[src/rtl/mux41_scan_ctrl_pkg.sv]
// Shared types and helpers for the mux41 scan controller:
// state codes, channel indices and the one-hot select decode.
package mux41_scan_ctrl_pkg;

  typedef enum logic {
    ST_IDLE = 1'b0,
    ST_SCAN = 1'b1
  } state_t;

  localparam logic [1:0] CH_A = 2'd0;
  localparam logic [1:0] CH_B = 2'd1;
  localparam logic [1:0] CH_C = 2'd2;
  localparam logic [1:0] CH_D = 2'd3;

  function automatic logic [3:0] ch_onehot(input logic [1:0] ch);
    return 4'b0001 << ch;
  endfunction

endpackage

[src/rtl/mux41_scan_ctrl_dwell_cnt.sv]
// Dwell counter: counts 0..DWELL-1 while enabled, wraps on its own,
// and flags the last cycle of each dwell.
module mux41_scan_ctrl_dwell_cnt #(
  parameter int DWELL = 4,
  parameter int CW    = 8
) (
  input  logic clk,
  input  logic rst,
  input  logic clr,
  input  logic en,
  output logic tc
);

  localparam logic [CW-1:0] LAST = CW'(DWELL - 1);

  logic [CW-1:0] cnt;

  assign tc = (cnt == LAST);

  // NOTE: state is updated with <= so every flop samples pre-edge values.
  always_ff @(posedge clk) begin
    if (rst || clr) begin
      cnt <= '0;
    end else if (en) begin
      cnt <= tc ? '0 : cnt + CW'(1);
    end
  end

endmodule

[src/rtl/mux41_scan_ctrl.sv]
// Scan controller for a 4:1 mux: walks one-hot selects A..D with a fixed
// dwell, samples Y at the end of each dwell and publishes a 4-bit frame.
module mux41_scan_ctrl
  import mux41_scan_ctrl_pkg::*;
#(
  parameter int DWELL = 4,
  parameter int CW    = 8
) (
  input  logic       CLK,
  input  logic       RST,
  input  logic       START,
  input  logic       CONT,
  input  logic       ABORT,
  input  logic       Y,
  output logic       S0,
  output logic       S1,
  output logic       S2,
  output logic       S3,
  output logic [3:0] SAMPLE,
  output logic       VALID,
  output logic       BUSY
);

  state_t     state, state_next;
  logic [1:0] idx;
  logic [3:0] sel;
  logic [3:0] shadow;
  logic       tc;
  logic       start_ok;
  logic       frame_end;

  mux41_scan_ctrl_dwell_cnt #(
    .DWELL(DWELL),
    .CW   (CW)
  ) u_dwell_cnt (
    .clk(CLK),
    .rst(RST),
    .clr(state_next == ST_IDLE),
    .en (state == ST_SCAN),
    .tc (tc)
  );

  // NOTE: every output of this block gets a default first, so no latch is inferred.
  always_comb begin
    state_next = state;
    start_ok   = 1'b0;
    frame_end  = 1'b0;
    case (state)
      ST_IDLE: begin
        if (START && !ABORT) begin
          start_ok   = 1'b1;
          state_next = ST_SCAN;
        end
      end
      ST_SCAN: begin
        frame_end = tc && (idx == CH_D);
        // An abort on the frame-end cycle still lets the frame publish below.
        if (ABORT || (frame_end && !CONT)) begin
          state_next = ST_IDLE;
        end
      end
    endcase
  end

  always_ff @(posedge CLK) begin
    if (RST) begin
      state <= ST_IDLE;
    end else begin
      state <= state_next;
    end
  end

  always_ff @(posedge CLK) begin
    if (RST) begin
      idx    <= CH_A;
      sel    <= '0;
      shadow <= '0;
      SAMPLE <= '0;
      VALID  <= 1'b0;
    end else begin
      VALID <= 1'b0;
      if (start_ok) begin
        idx    <= CH_A;
        sel    <= ch_onehot(CH_A);
        shadow <= '0;
      end else if (state == ST_SCAN) begin
        if (tc) begin
          shadow[idx] <= Y;
          idx         <= idx + 2'd1;
        end
        if (frame_end) begin
          SAMPLE <= {Y, shadow[2:0]};
          VALID  <= 1'b1;
        end
        // Selects come from a register so the one-hot code never glitches.
        if (state_next == ST_IDLE) begin
          sel    <= '0;
          idx    <= CH_A;
          shadow <= '0;
        end else if (tc) begin
          sel <= ch_onehot(idx + 2'd1);
        end
      end
    end
  end

  assign {S3, S2, S1, S0} = sel;
  assign BUSY             = (state == ST_SCAN);

endmodule
[config.mk]
export PLATFORM = sky130hd
export DESIGN_NAME = mux41_scan_ctrl
export DESIGN_NICKNAME = d
export VERILOG_FILES = /design/src/rtl/mux41_scan_ctrl_pkg.sv /design/src/rtl/mux41_scan_ctrl_dwell_cnt.sv /design/src/rtl/mux41_scan_ctrl.sv
export SDC_FILE = /design/constraint.sdc
export NUM_CORES = 1
export LEC_CHECK = 0
export CAP_MARGIN = 10
export CORE_MARGIN = 3
export CORE_UTILIZATION = 49
export CTS_BUF_LIST = sky130_fd_sc_hd__clkbuf_8
export DETAILED_ROUTE_END_ITERATION = 16
export MAX_ROUTING_LAYER = met4
export PLACE_DENSITY = 0.8
export SETUP_SLACK_MARGIN = 0.5
export SYNTH_ARGS = -nofsm -noshare
export SYNTH_HDL_FRONTEND = slang
export SYNTH_SLANG_ARGS = --single-unit
[constraint.sdc]
create_clock -name CLK -period 2.1 [get_ports CLK]
set_clock_uncertainty 0.2 [all_clocks]
set_input_delay 0.63 -clock CLK [delete_from_list [all_inputs] [get_ports CLK]]
set_output_delay 0.63 -clock CLK [all_outputs]
set_load 0.01 [all_outputs]
==> metrics, run 1 <==
outcome complete, no violations; Hold Path End sel[3]; worst hold path class flop to flop; 1st-pass router iterations 4; Post-CTS Hold Buffers 0; final setup fails 0; asr flop ratio synth 0%; Clock Path Buffers 2; Clk pwr share 34.5%; fin. max-slew vios 0; die width 52.8 microns; Net Sw Power 0.184 mW; Crit path buffers/inverters 1; synth warn 0; Routed WL 3.25 mm; Worst setup SP type primary input; CTS Root Buffer Type clkbuf_8; gr ovfl total 0; CTS sink count 23; DIE AREA 0.00279 sq mm; Max Freq 529 MHz; Avg WL per Cell 18.3 microns; sw frac 23.3%; r2r startpoint u_dwell_cnt.cnt[1]; final RePlAce weighted congestion 0.856; worst path cell trace buf_2, nor3b_4, or2_4, or4b_4, o22ai_2; Ports 16; diode count 0; die height 52.8 microns; cell family with most CP delay simple AND/OR/NAND/NOR gates; synth unique cells 32; Initial DRC Count 31; CTS buffer count 3; most common cell after layout, fill and taps aside nor2_1; final period demand of the worst path 1.89 ns; WP data arrival 1.88 ns; sequential cell fraction of total power 55.4%; Leakage 0.644 nW; Worst slew margin 75.3%; vias in the first global route 1009; Int Pwr 0.606 mW; hpwl dp 1.71 mm; syn_area_per_cell 9.51 sq um; initial antenna violation count 0; Post-DRT Antenna Nets 0; Comb power frac 10.1%; Peak VDD IR 0.000450 V; commonest non-fill, non-tap cells in the layout 16 x nor2_1, 15 x buf_4, 13 x dfxtp_1, 10 x buf_2, 8 x dfxtp_2; Final Hold Fails 0; fillcell total 126; CP required 2.09 ns; FF+latch count, synth 23; Layout area overhead 48.5%; routed vias 1008; CP endpoint kind flop; power per cell area 495 mW/mm^2; setup TNS after final layout 0 ns; Initial Utilization 53.2%; Synthesized Nets 127; Slowest cell on crit path or4b_4; Final #Nets 166; CTS H-Tree Depth 1; DR vias/cell 5.66; FP Rows 16; Clk Latency, worst-skew pair 0.27 ns; CP Class primary input to flop; most common flop cell mapped by yosys dfxtp_1; Port Buf Inserts 15; sequential share of the synthesized area 42.8%; All-Layer GR Usage 24.6%; number of synthesized flops with an enable pin 0; RR Endpoint shadow[1]; Post-Synthesis Cell Area 0.00107 sq mm; Worst-path clk slew 0.08 ns; CTS tree built; first-pass GRT wire length 4.71 mm; hold_sp sel[3]; Post-Synthesis Cells 113; Hold Path Stages 1; max incr delay on CP 0.57 ns; fin util 79.0%; Worst R2R Path Depth 5; period utilisation layout 90.0%; maxcap violations 0; drt drc 0; CP Max Fanout 3; proportion of layout cells with a drive suffix above 1 46.4%; Core ar. 0.00202 sq mm; largest net degree at the start of global routing 14; Worst-Margin Slew 0.370 ns; unrepaired setup endpoints after global routing true; R2R setup slack 0.22 ns; crit path from START
[metrics by stage]
step / cell area [sq um] / hold WS, ns / total power [mW] / instances / worst slack (ns)
detailed placement: 1340 / 0.269 / 0.506 / 163 / -0.314
floorplan: 1090 / 0.253 / 0.475 / 113 / 0.109
CTS: 1510 / 0.286 / 0.781 / 176 / 0.248
global placement: 1340 / 0.273 / 0.504 / 163 / -0.278
global route: 1600 / 0.303 / 0.812 / 178 / 0.149
finish: 1600 / 0.291 / 0.790 / 178 / 0.209
[state kept, by name, summed over array words and instances (netlist names)]
signal           count
idx                  2
BUSY                 1
shadow               3
VALID                1
sel                  4
SAMPLE               4
u_dwell_cnt.cnt      8
[how the worst max path moves through the flow]
stage | end | cells past startpoint
floorplan | shadow[0] | 5
CTS | shadow[1] | 5
detailed placement | shadow[0] | 5
global route | shadow[1] | 5
global placement | shadow[1] | 5
finish | shadow[1] | 5
[routing by layer]
metal | GRT usage, % | up-vias | wire (microns) | share of wire (%)
li1 | - | 470 | - | -
met1 | 28.0 | 485 | 1340 | 41
met2 | 42.6 | 44 | 1630 | 50
met3 | 1.71 | 9 | 202 | 6.2
met4 | 13.6 | 0 | 68 | 2.1
met5 | - | - | 0 | 0
[layout make-up]
| class | instances | area [sq um] | share of cell area (%) |
|---|---|---|---|
| clock buffers | 3 | 41.3 | 2.59 |
| clock inverters | 1 | 5.00 | 0.313 |
| inverters | 7 | 26.3 | 1.65 |
| multi-input cells | 81 | 732 | 45.8 |
| flip-flops and latches | 23 | 478 | 29.9 |
| well taps | 27 | 33.8 | 2.12 |
| repair buffers | 36 | 280 | 17.6 |
[power groups by stage]
stage	logic (mW)	registers [mW]	clock network, mW
global placement	0.0542	0.450	0
CTS	0.0692	0.438	0.275
global route	0.0835	0.438	0.290
finish	0.0796	0.438	0.273
detailed placement	0.0556	0.450	0
floorplan	0.0229	0.452	0
[synthesized netlist by cell type (2+ instances only)]
cell | instances | area share [%]
nand3_1 | 3 | 1.4
a22o_1 | 4 | 3.3
inv_1 | 7 | 2.4
nand4_1 | 4 | 2.3
o22ai_1 | 3 | 1.7
dfxtp_1 | 23 | 43
xor2_1 | 3 | 2.4
a21oi_1 | 2 | 0.93
nand2_1 | 7 | 2.4
nor3_1 | 2 | 0.93
ha_1 | 8 | 9.3
mux2i_1 | 4 | 3.7
o21ai_0 | 3 | 1.4
xnor2_1 | 5 | 4.1
nor2_1 | 18 | 6.3
[worst register-to-register path: stages (launching register included)]
cell,delay [ns]
dfxtp_4,0.37
ha_4,0.13
nor4b_4,0.27
nand3_4,0.11
or4b_4,0.56
o22ai_2,0.16
[kinds of logic after synthesis]
| group | count (synthesis) | synth area share [%] |
|---|---|---|
| AND/OR/NAND/NOR | 43 | 23.1 |
| flip-flops | 23 | 42.8 |
| AO/OA/AOI/OAI | 18 | 11.4 |
| buffers and inverters | 9 | 3.14 |
| XOR/XNOR | 8 | 6.52 |
| adder cells (fa/ha/maj) | 8 | 9.31 |
| multiplexers | 4 | 3.73 |
[repair_timing]
| item | 4_1_cts | 5_1_grt |
|---|---|---|
| setup endpoints to repair | 32 | 24 |
| pin swaps | 19 | 13 |
| setup buffers | 9 | 2 |
| gates resized for setup | 79 | 14 |
Power figures use the tool's default switching activity.
==> run 2: changes to the inputs <==
--- a/config.mk
+++ b/config.mk
@@ -7,7 +7,7 @@
 export LEC_CHECK = 0
 export CAP_MARGIN = 10
 export CORE_MARGIN = 3
-export CORE_UTILIZATION = 49
+export CORE_UTILIZATION = 50
 export CTS_BUF_LIST = sky130_fd_sc_hd__clkbuf_8
 export DETAILED_ROUTE_END_ITERATION = 16
 export MAX_ROUTING_LAYER = met4
@@ -15,4 +15,5 @@
 export SETUP_SLACK_MARGIN = 0.5
 export SYNTH_ARGS = -nofsm -noshare
 export SYNTH_HDL_FRONTEND = slang
+export SYNTH_HIERARCHICAL = 1
 export SYNTH_SLANG_ARGS = --single-unit
==> run 2 against run 1 <==
The run now ends with negative setup slack left. Setup slack worse by 0.33 ns. Wire length decreased by 12%. Utilization shrank 9.9 points. Critical path type is now flop to flop. Largest cell class unchanged. Highest routed layer unchanged.
==> metrics, run 2 <==
outcome finished, violations left; violated checks negative setup slack; worst hold slack 0.258 ns; Post-Synthesis Cells 127; top cell type's share of synthesized area 38.4%; count leader, synth dfxtp_1; most common flop cell mapped by yosys dfxtp_1; Biggest register u_dwell_cnt/cnt; final RePlAce weighted congestion 0.774; CTS sink count 23; largest family of logic cells by synthesized area simple AND/OR/NAND/NOR gates; R2R setup slack -0.12 ns; top cells by count, synth 23 x dfxtp_1, 13 x a21oi_1, 12 x nand4_1, 11 x nor2_1, 10 x nand2_1; XOR/XNOR Fraction of Synth Area 1.46%; Net Sw Power 0.167 mW; largest net degree at the start of global routing 18; fin util 69.0%; Max Freq 451 MHz; Final Power 0.765 mW; max reg flops 8; top cells by area, synth dfxtp_1 38%, ha_1 8.4%, nand4_1 6.3%; commonest non-fill, non-tap cells in the layout 15 x dfxtp_1, 14 x buf_4, 12 x nand4_1, 10 x a21oi_1, 10 x buf_2; Worst setup SP type flop; Post-DRT Antenna Nets 0; CP endpoint kind flop; FP Rows 17; Post-CTS Hold Buffers 0; crit path from u_dwell_cnt/cnt[7]; die height 55.0 microns; hpwl dp 1.96 mm; Ports 16; maxcap violations 0; gr ovfl total 0; Port Buf Inserts 15; area leader, netlist dfxtp_1; number of synthesized flops with an enable pin 0; syn_area_per_cell 9.44 sq um; Leakage 0.595 nW; routed vias 1054; initial antenna violation count 0; Comb power frac 8.3%; Simple-Gate Fraction of Synth Area 25.4%; Avg WL per Cell 15.4 microns; post-synthesis compound-gate area fraction 17.0%; RR Endpoint shadow[0]; Final #Nets 172; Clk pwr share 34.1%; Post-Synth Adder-Cell Area 8.35%; CTS buffer count 3; proportion of layout cells with a drive suffix above 1 36.9%; Routed WL 2.85 mm; CTS H-Tree Depth 1; synth warn 6; Core ar. 0.00223 sq mm; power per cell area 496 mW/mm^2; Synthesized Nets 141; WP data arrival 2.15 ns; final std cells w/o fill 185; Int Pwr 0.598 mW; Clk Latency, worst-skew pair 0.26 ns; Final Hold Fails 0; sw frac 21.8%; r2r startpoint u_dwell_cnt/cnt[7]; final setup fails 20; diode count 0; Clock Path Buffers 2; CP Max Fanout 6; CTS tree built; synth unique cells 35; first-pass GRT wire length 4.53 mm; 1st-pass router iterations 4; Worst slew margin 71.4%; Initial Utilization 53.7%; Worst R2R Path Depth 6; CP required 2.04 ns; CTS Root Buffer Type clkbuf_8; Worst-path clk slew 0.08 ns; fillcell total 182; dpl cells 176; DR vias/cell 5.70; Hold Path Stages 2; worst hold path class flop to flop; asr flop ratio synth 0%; fin. max-slew vios 0; multiplexer share of the synthesized area 4.18%; sequential share of the synthesized area 38.4%; DIE AREA 0.00302 sq mm; worst setup margin -0.117 ns; Multi-input gate area 737 sq um; Largest regs u_dwell_cnt/cnt (8), SAMPLE (4), sel (4); Peak VDD IR 0.000405 V; vias in the first global route 1006; Layout area overhead 28.6%; drt drc 0; CP Class flop to flop; final period demand of the worst path 2.22 ns; hold_sp sel[1]; FF+latch count, synth 23; Worst-Margin Slew 0.428 ns; period utilisation layout 106%; unrepaired setup endpoints after global routing true; All-Layer GR Usage 21.8%; Hold Path End sel[1]; most common cell after layout, fill and taps aside dfxtp_1; die width 55.0 microns; Initial DRC Count 40; sequential cell fraction of total power 57.6%; register area 470 sq um; Post-Synthesis Cell Area 0.00120 sq mm
[run 2: cell count changes in the layout (fill, tap and decap cells not counted), sizes merged, moves of 4 or more]
cell,previous run,this run
a21oi,2,13
nand4,4,12
nor2,18,11
buf,32,27
xnor2,5,0
a22o,4,0
clkdlybuf4s50,1,5
[run 2: per-stage QoR]
stage | setup WS [ns] | area [sq um] | setup TNS [ns]
floorplan | -0.00660 | 1220 | -0.00660
global placement | -0.109 | 1450 | -0.690
detailed placement | -0.164 | 1450 | -1.16
CTS | -0.0435 | 1520 | -0.218
global route | -0.223 | 1540 | -3.40
finish | -0.117 | 1540 | -1.08
[run 2: final cells by class]
cell class	instances	share of cell area [%]
multi-input combinational	94	47.8
sequential	23	30.5
timing repair buffer	32	15.5
clock buffer	3	2.68
tap	28	2.27
inverter	4	0.974
clock inverter	1	0.244
[run 2: worst max path at each step]
stage	to	cells after the start
6_report	shadow[0]	6
5_1_grt	shadow[0]	6
4_1_cts	shadow[0]	6
3_5_place_dp	u_dwell_cnt/cnt[5]	6
3_3_place_gp	u_dwell_cnt/cnt[0]	5
2_1_floorplan	u_dwell_cnt/cnt[0]	8
[run 2: critical path, cell delays in order, from the launching register on]
cell and delay, ns:
dfxtp_2 0.32, or4_4 0.56, nor4b_4 0.31, buf_4 0.22, nand3b_1 0.17, a22oi_1 0.22, a21oi_1 0.09
[run 2: cells by family after synthesis]
| family | after synthesis |
|---|---|
| XOR/XNOR | 2 |
| AO/OA/AOI/OAI | 27 |
| adder cells (fa/ha/maj) | 8 |
| buffers and inverters | 10 |
| flip-flops | 23 |
| multiplexers | 5 |
| AND/OR/NAND/NOR | 52 |
[run 2: metal layers]
metal | vias to the layer above | global-route usage (%) | routed length, microns
met4 | 0 | 12.6 | 55
li1 | 519 | - | -
met3 | 6 | 2.41 | 151
met5 | - | - | 0
met2 | 33 | 34.4 | 1380
met1 | 496 | 27.0 | 1260
[run 2: repair_timing]
item	in CTS	in global routing
resized for setup	54	6
endpoints found under the setup margin	33	24
endpoints found under the hold margin	0	0
pin swaps	5	7
buffers inserted	5	0
[run 2: power by group through the flow]
stage	clock (mW)	sequential [mW]	combinational [mW]
after global routing	0.287	0.440	0.0682
after global placement	0	0.450	0.0598
after CTS	0.270	0.440	0.0611
after floorplan	0	0.451	0.0320
final	0.261	0.440	0.0637
after detailed placement	0	0.450	0.0618
